[config.mk]
export PLATFORM = sky130hd
export DESIGN_NAME = hazard_ctrl
export DESIGN_NICKNAME = d
export VERILOG_FILES = /design/src/rtl/hazard_ctrl.sv
export SDC_FILE = /design/constraint.sdc
export NUM_CORES = 1
export LEC_CHECK = 0
export CAP_MARGIN = 40
export CELL_PAD_IN_SITES_DETAIL_PLACEMENT = 1
export CELL_PAD_IN_SITES_GLOBAL_PLACEMENT = 1
export CORE_ASPECT_RATIO = 1.2
export CORE_MARGIN = 3
export CORE_UTILIZATION = 26
export DETAILED_ROUTE_END_ITERATION = 8
export GPL_TIMING_DRIVEN = 0
export PLACE_DENSITY_LB_ADDON = 0.1
export SYNTH_ARGS = -nofsm -noshare
export SYNTH_HDL_FRONTEND = slang
export SYNTH_SLANG_ARGS = --single-unit
[constraint.sdc]
create_clock -name clk -period 3.3 [get_ports clk]
set_input_delay 0.495 -clock clk [delete_from_list [all_inputs] [get_ports clk]]
set_output_delay 0.495 -clock clk [all_outputs]
set_load 0.05 [all_outputs]
[src/rtl/hazard_ctrl.sv]
// Hazard/stall controller for the 5-stage pipeline: load-use, redirect, mul/div occupancy, dmem waits.
// Optional performance counters are compiled in when HAZARD_PERF_EN is defined.
module hazard_ctrl #(
  parameter int MULDIV_LAT = 8,
  parameter int REG_ADDR_W = 5
) (
  input  logic                  clk,
  input  logic                  rst,
  input  logic [REG_ADDR_W-1:0] d_rs1,
  input  logic [REG_ADDR_W-1:0] d_rs2,
  input  logic                  d_rs1_used,
  input  logic                  d_rs2_used,
  input  logic [REG_ADDR_W-1:0] e_rd,
  input  logic                  e_is_load,
  input  logic                  e_muldiv_start,
  input  logic                  e_redirect,
  input  logic                  dmem_req,
  input  logic                  dmem_ready,
  output logic                  stall_pc,
  output logic                  stall_fd,
  output logic                  stall_de,
  output logic                  flush_fd,
  output logic                  flush_de,
  output logic                  muldiv_done
`ifdef HAZARD_PERF_EN
  ,
  output logic [31:0]           perf_stall_cycles,
  output logic [31:0]           perf_flush_cnt,
  output logic [31:0]           perf_loaduse_cnt
`endif
);

  localparam int CNT_W = $clog2(MULDIV_LAT) + 1;

  typedef enum logic [1:0] {IDLE, BUSY, MEM_WAIT} state_t;

  state_t           state, state_nxt;
  logic [CNT_W-1:0] cnt, cnt_nxt;
  logic             load_use;
  logic             mem_stall;
  logic             loaduse_bubble;

  // x0 is hard-wired zero, so a load targeting it never creates a dependency.
  assign load_use  = e_is_load && (e_rd != '0) &&
                     ((d_rs1_used && (d_rs1 == e_rd)) || (d_rs2_used && (d_rs2 == e_rd)));
  assign mem_stall = dmem_req && !dmem_ready;

  // NOTE: sequential state uses non-blocking assignments so every flop samples pre-edge values.
  always_ff @(posedge clk) begin
    if (rst) begin
      state <= IDLE;
      cnt   <= '0;
    end else begin
      state <= state_nxt;
      cnt   <= cnt_nxt;
    end
  end

  always_comb begin
    // NOTE: every output gets a default first so no path through the case infers a latch.
    state_nxt      = state;
    cnt_nxt        = cnt;
    stall_pc       = 1'b0;
    stall_fd       = 1'b0;
    stall_de       = 1'b0;
    flush_fd       = 1'b0;
    flush_de       = 1'b0;
    muldiv_done    = 1'b0;
    loaduse_bubble = 1'b0;

    if (rst) begin
      flush_fd = 1'b1;
      flush_de = 1'b1;
    end else begin
      unique case (state)
        IDLE: begin
          if (mem_stall) begin
            {stall_pc, stall_fd, stall_de} = 3'b111;
            state_nxt = MEM_WAIT;
          end else if (e_muldiv_start) begin
            // This cycle is the first of MULDIV_LAT stalled cycles.
            {stall_pc, stall_fd, stall_de} = 3'b111;
            cnt_nxt   = CNT_W'(MULDIV_LAT - 1);
            state_nxt = BUSY;
          end else if (e_redirect) begin
            flush_fd = 1'b1;
            flush_de = 1'b1;
          end else if (load_use) begin
            stall_pc       = 1'b1;
            stall_fd       = 1'b1;
            flush_de       = 1'b1;
            loaduse_bubble = 1'b1;
          end
        end
        BUSY: begin
          if (cnt != '0) begin
            {stall_pc, stall_fd, stall_de} = 3'b111;
            cnt_nxt = cnt - 1'b1;
          end else begin
            muldiv_done = 1'b1;
            state_nxt   = IDLE;
          end
        end
        MEM_WAIT: begin
          if (!dmem_ready) begin
            {stall_pc, stall_fd, stall_de} = 3'b111;
          end else begin
            state_nxt = IDLE;
          end
        end
        default: state_nxt = IDLE;
      endcase
    end
  end

`ifdef HAZARD_PERF_EN
  function automatic logic [31:0] sat_inc(input logic [31:0] v, input logic en);
    return (en && (v != 32'hFFFF_FFFF)) ? v + 32'd1 : v;
  endfunction

  always_ff @(posedge clk) begin
    if (rst) begin
      perf_stall_cycles <= '0;
      perf_flush_cnt    <= '0;
      perf_loaduse_cnt  <= '0;
    end else begin
      perf_stall_cycles <= sat_inc(perf_stall_cycles, stall_pc);
      perf_flush_cnt    <= sat_inc(perf_flush_cnt, flush_fd);
      perf_loaduse_cnt  <= sat_inc(perf_loaduse_cnt, loaduse_bubble);
    end
  end
`endif

endmodule

# Yosys cells after proc, flatten, opt, wreduce, memory -nomap -nowiden
# Index checks and enable logic that the tools add are counted.
dict set report word_totals {
  reg_bits 6
  elab_cells 60
  out_inout_bits 6
  inputBits 24
}
dict set report classes {
  n_reduce_logical 13
  n_mux 34
  n_addsub 1
  eq_ne 10
}
# op count
set op_table {}
lappend op_table {{$mux 1} 23}
lappend op_table {{$mux 4} 3}
lappend op_table {{$eq 5x5->1} 2}
lappend op_table {{$ne 2x2->1 const B} 5}
lappend op_table {{$mux 2} 4}
lappend op_table {{$pmux 4 s2} 1}
lappend op_table {{$pmux 1 s3} 2}
lappend op_table {{$pmux 2 s3} 1}
lappend op_table {{$logic_and 1x1->1} 5}
lappend op_table {{$reduce_bool 5->1} 1}
lappend op_table {{$reduce_and 4->1} 1}
lappend op_table {{$reduce_bool 4->1} 1}
lappend op_table {{$sub 4x1->4 const B} 1}
lappend op_table {{$ne 3x3->1 const B} 1}
lappend op_table {{$reduce_and 3->1} 1}
lappend op_table {{$eq 2x1->1 const B} 1}
lappend op_table {{$eq 2x2->1 const B} 1}
lappend op_table {{$logic_not 2->1} 1}
lappend op_table {{$reduce_bool 2->1} 1}
lappend op_table {{$logic_not 1->1} 1}
lappend op_table {{$logic_or 1x1->1} 1}

# Logic depth before layout (Yosys ltp)
dict set report logic_depth {
  word_depth 10
  depth_mapped 7
  ltp_nobuf 6
}

# Least setup slack after synthesis
# No wires, ideal clock.
dict set report synth_path {
  path_kind {register to output}
  start {register cnt[0]}
  end {output port stall_pc}
  required_ns 2.805
  path_slack_ns 0.245
  n_path_buf 1
  path_stages_with_launch 8
  arrival_time_ns 2.560
  cell_sequence {dfxtp_1 > inv_1 > ha_1 > or3b_4 > nand2_4 > a21oi_1 > o21bai_1 > buf_4}
}
dict set report synth_between {
  elab_chain_len 4
}
# element line_no
set synth_rtl {}
lappend synth_rtl {{from (decl)} 38} ;# logic [CNT_W-1:0] cnt, cnt_nxt;
lappend synth_rtl {{from (signal assigned)} 55} ;# cnt <= cnt_nxt;
lappend synth_rtl {{$reduce_bool 4->1} 96} ;# if (cnt != '0) begin
lappend synth_rtl {{$mux 1} n/a}
lappend synth_rtl {{$pmux 1 s3} n/a}
lappend synth_rtl {{$mux 1} n/a}
lappend synth_rtl {{to (decl)} 19} ;# output logic stall_pc,
# Every way passes these cells.

# Worst setup path in the final report
dict set report layout_path {
  start {input port e_rd[2]}
  end {output port stall_pc}
}
dict set report layout_between {
  elab_chain_len 10
  elab_cells_between_ends 14
}
# element line_no
set layout_rtl {}
lappend layout_rtl {{from (decl)} 13} ;# input logic [REG_ADDR_W-1:0] e_rd,
lappend layout_rtl {{$eq 5x5->1} 45} ;# ((d_rs1_used && (d_rs1 == e_rd)) || (d_rs2_used && (d_rs2 == e_rd)));
lappend layout_rtl {{$logic_and 1x1->1} 45}
lappend layout_rtl {{$logic_or 1x1->1} 45}
lappend layout_rtl {{$logic_and 1x1->1 (*)} 44} ;# assign load_use = e_is_load && (e_rd != '0) &&
lappend layout_rtl {{$mux 1 (*)} 88} ;# end else if (load_use) begin
lappend layout_rtl {{$mux 1 (*)} 85} ;# end else if (e_redirect) begin
lappend layout_rtl {{$mux 1 (*)} 80} ;# end else if (e_muldiv_start) begin
lappend layout_rtl {{$mux 1 (*)} 77} ;# if (mem_stall) begin
lappend layout_rtl {{$pmux 1 s3 (*)} 75} ;# unique case (state)
lappend layout_rtl {{$mux 1 (*)} 71} ;# if (rst) begin
# Mark *: on every way between the ends. The rest lies on a longest branch, timed or not.

==> results.txt <==
The final critical path time including I/O delays and setup is 3.01 ns. For the worst setup path, the data required time is 2.80 ns. The clock latency of the later-clocked register in the worst-skew pair came out at between 0.2 and 0.25 ns. Global routing used under 10% of the available met3 tracks. The total inserted antenna cells is 0. The final net count came out at 120. The remaining global-route overflow is 0. STA classifies the critical path startpoint as an input pin. The fill cell instance count of the final layout came out at approximately 200. The sequential cell area fraction in the yosys report came out at 23.7%. The gate count of the mapped netlist came out at 61. After synthesis the cells add up to approximately 510 um2. The number of standard cells in the layout, taps in and fillers out is 110. The share of post-route cells with drive strength above 1 is roughly an eighth.

The final cycle utilization of the critical path came out at 91.2%. The final count of pins violating max slew is 0. The via count is about 550. Setup violations remaining at the end of the flow were counted as 0. The HPWL after detailed placement is around 1.3 mm. Leaving out fill and tap cells, the most frequent cells in the layout are clkdlybuf4s50_1, xor2_1, nor2_1, dfxtp_1. The CTS tree is done.

The maximum clock frequency is about 330 MHz. The root buffer cell chosen for the clock tree is clkbuf_4. The combinational fraction of design power came out at 46.4%. The I/O pin count came out at 30. The average footprint of a synthesized cell came out at approximately 8.3 um2. The startpoint identified for the worst hold timing path is state[0]. The H-tree depth is 1. The relative contribution of sequential cells to total power came out at a little under 30%. After global routing, the most crowded layer is met2. The number of buffer cells added on primary ports came out at 28. The actual slew at the worst max-slew pin is approximately 0.51 ns. The net switching power is between 0.09 and 0.1 mW. The most critical setup path has its startpoint at e_rd[2]. Final hold analysis gives a worst-case slack of about 0.47 ns. No sink is reached through more buffers than the 2 on the longest clock path.

After detailed routing, the number of remaining DRC violations is 0. The largest net degree at the start of global routing is 11. For this run, the number of Yosys warnings is 0.

The tool flagged a number of max-cap violations equal to 0. The initial utilization of the core area, before any placement, comes to just under 30%. The worst hold path belongs to the class reg2reg. The area used by multi-input combinational logic is about 360 um2. The leakage power summed over all cells came out at roughly 0.34 nW.

The number of distinct standard cells referenced by the synthesized netlist is 29. The die area is 0.00252 mm2. The final critical-path setup slack came out at between 0.2 and 0.3 ns.

The number of cell rows is 16. The global routing met1 resource utilization came out at roughly 16%. The pre-CTS setup slack came out at -0.00850 ns. The number of buffers created by CTS is 3. Setup repair after global routing left no endpoint under its margin. The worst setup path is of the in2out kind. The largest fanout on the critical path came out at 3.

The y dimension of the die came out at 54.4 um. The number of placed instances, taps included came out at about 110. The number of buffers and inverters on the critical path is 3.

The global routing usage summed across all routing layers is around an eighth. The critical path goes through clkdlybuf4s50_1 > xor2_1 > nor4_1 > a32oi_1 > o21bai_1 > buf_4 > dlygate4sd2_1. The kind of end point of the critical path is an output pin.

The met2 layer usage reported by global route came out at 20.4%. The chip width came out at 46.3 um. The remaining antenna violation count is 0. Dividing the detail-routed wire length by the instance count gives 13.4 um. The final-report hold violation count is 0.

The cell type of the slowest stage on the worst timing path is dlygate4sd2_1. The global placer's final weighted congestion is between 0.6 and 0.7. The number of nets produced by synthesis came out at between 80 and 90. The count of TritonRoute iterations in the first routing pass is 1. The cell-internal power came out at between 0.15 and 0.2 mW. The delay contributed by the slowest stage of the critical path is between 0.5 and 0.6 ns. The worst endpoint data arrival time is approximately 2.5 ns.

The startpoint of the worst register-to-register path is cnt[0]. In this run switching power makes up between 30% and 40% of total power. The via count of the first global-routing pass came out at ~510. The setup check on the worst reg-to-reg path leaves a slack of ~1.8 ns. The wire length of the first global-routing pass came out at ~2.2 mm. Power spread over the standard cell area amounts to between 300 and 400 mW/mm2. The tightest slew margin relative to the limit is around 66%. The initial antenna violation count is 0. The post-synthesis to final-layout area growth came out at 64.9%. The highest ir drop seen on vdd came out at roughly 0.22 mV. After detailed routing, the number of vias per cell comes to about 5. The core area came out at between 0.0015 and 0.002 mm2. Synthesis inferred 6 register bits. After clock tree synthesis, the clock-pin slew on the worst setup and hold paths is 0.05 ns.

The register area came out at roughly 120 um2. The violation count after the first detailed-route iteration is 0. The final wirelength came out at 1.47 mm. Leaving out fill and tap cells, the most frequent cell in the layout is clkdlybuf4s50_1. The number of hold buffers added after CTS came out at 0. On the critical path the largest part of the delay comes from buffers and inverters. The run finished with clean final reports.

Between clock sinks in the finished design, the worst skew comes to 0.000775 ns. The TritonCTS sink count is 6. The share of total power in the clock network came out at a little under a quarter.
==> synth_stat cells <==
| library cell | number | area, um2 |
|---|---|---|
| and2b_2 | 1 | 8.76 |
| nand3_1 | 2 | 10.0 |
| o31ai_1 | 1 | 7.51 |
| ha_1 | 2 | 25.0 |
| a211oi_1 | 1 | 7.51 |
| a32oi_1 | 1 | 8.76 |
| xor2_1 | 10 | 87.6 |
| nor3b_1 | 2 | 15.0 |
| inv_2 | 1 | 3.75 |
| xnor2_1 | 2 | 17.5 |
| nand4_1 | 2 | 12.5 |
| nor2_1 | 7 | 26.3 |
| nand2_4 | 1 | 11.3 |
| dfxtp_1 | 6 | 120 |
| a221oi_2 | 1 | 15.0 |
| a31o_2 | 1 | 8.76 |
| o21bai_1 | 2 | 15.0 |
| nor3_1 | 2 | 10.0 |
| buf_4 | 1 | 7.51 |
| a21oi_1 | 3 | 15.0 |
| nor2b_1 | 1 | 6.26 |
| or3b_4 | 1 | 11.3 |
| and2_4 | 1 | 8.76 |
| clkbuf_1 | 1 | 3.75 |
| nand3b_1 | 1 | 7.51 |
| nand2_1 | 1 | 3.75 |
| inv_1 | 2 | 7.51 |
| and2_0 | 1 | 6.26 |
| nor4_1 | 3 | 18.8 |
==> per-layer routing <==
metal / part of all wire [%] / vias up
met5: 0 / -
met4: 0.68 / 0
met2: 48 / 19
met3: 8.0 / 2
li1: - / 276
met1: 43 / 250
==> sequential cells by signal, indices dropped and copies added, names as in the netlist <==
name	cells
state	2
cnt	4
==> stage by stage <==
stage	cell area (um2)	power [mW]	TNS (ns)	utilization, %
floorplan	507	0.167	0	-
global placement	810	0.219	-0.0407	46.5
detailed placement	810	0.222	-0.00850	46.5
CTS	831	0.293	0	47.7
global route	836	0.306	0	48.0
finish	836	0.286	0	48.0
==> timing repair <==
item / CTS / global route
gates resized for setup: 1 / 2
endpoints found under the setup margin: 1 / 2
buffers inserted: 0 / 0
hold endpoints to repair: 0 / 0
==> final timing paths <==
path,end,cells past startpoint
setup / recovery,stall_pc,7
setup reg to reg,cnt[2],6
hold / removal,state[1],1
hold reg to reg,state[1],1
==> cells by family (layout without fill, tap and decap cells) <==
kind of cell	after synthesis	count (layout)	share of synthesized area (%)
AO/OA/AOI/OAI	10	10	15.3
flip-flops	6	6	23.7
XOR/XNOR	12	12	20.7
buffers and inverters	5	36	4.44
AND/OR/NAND/NOR	26	26	30.9
adder cells (fa/ha/maj)	2	2	4.94
==> layout make-up <==
| cell class | instances | share of cell area, % |
|---|---|---|
| timing repair buffer | 28 | 34.0 |
| tap | 18 | 2.69 |
| sequential | 6 | 14.4 |
| buffer | 2 | 1.35 |
| clock buffer | 3 | 2.69 |
| multi-input combinational | 50 | 43.6 |
| inverter | 3 | 1.35 |
==> power by group through the flow <==
stage / Sequential (mW) / Clock, mW / Combinational, mW
after floorplan: 0.0854 / 0 / 0.0818
after CTS: 0.0852 / 0.0724 / 0.135
after global placement: 0.0864 / 0 / 0.133
after global routing: 0.0863 / 0.0739 / 0.146
after detailed placement: 0.0865 / 0 / 0.136
final: 0.0851 / 0.0683 / 0.133
(Power assumes the default switching activity.)
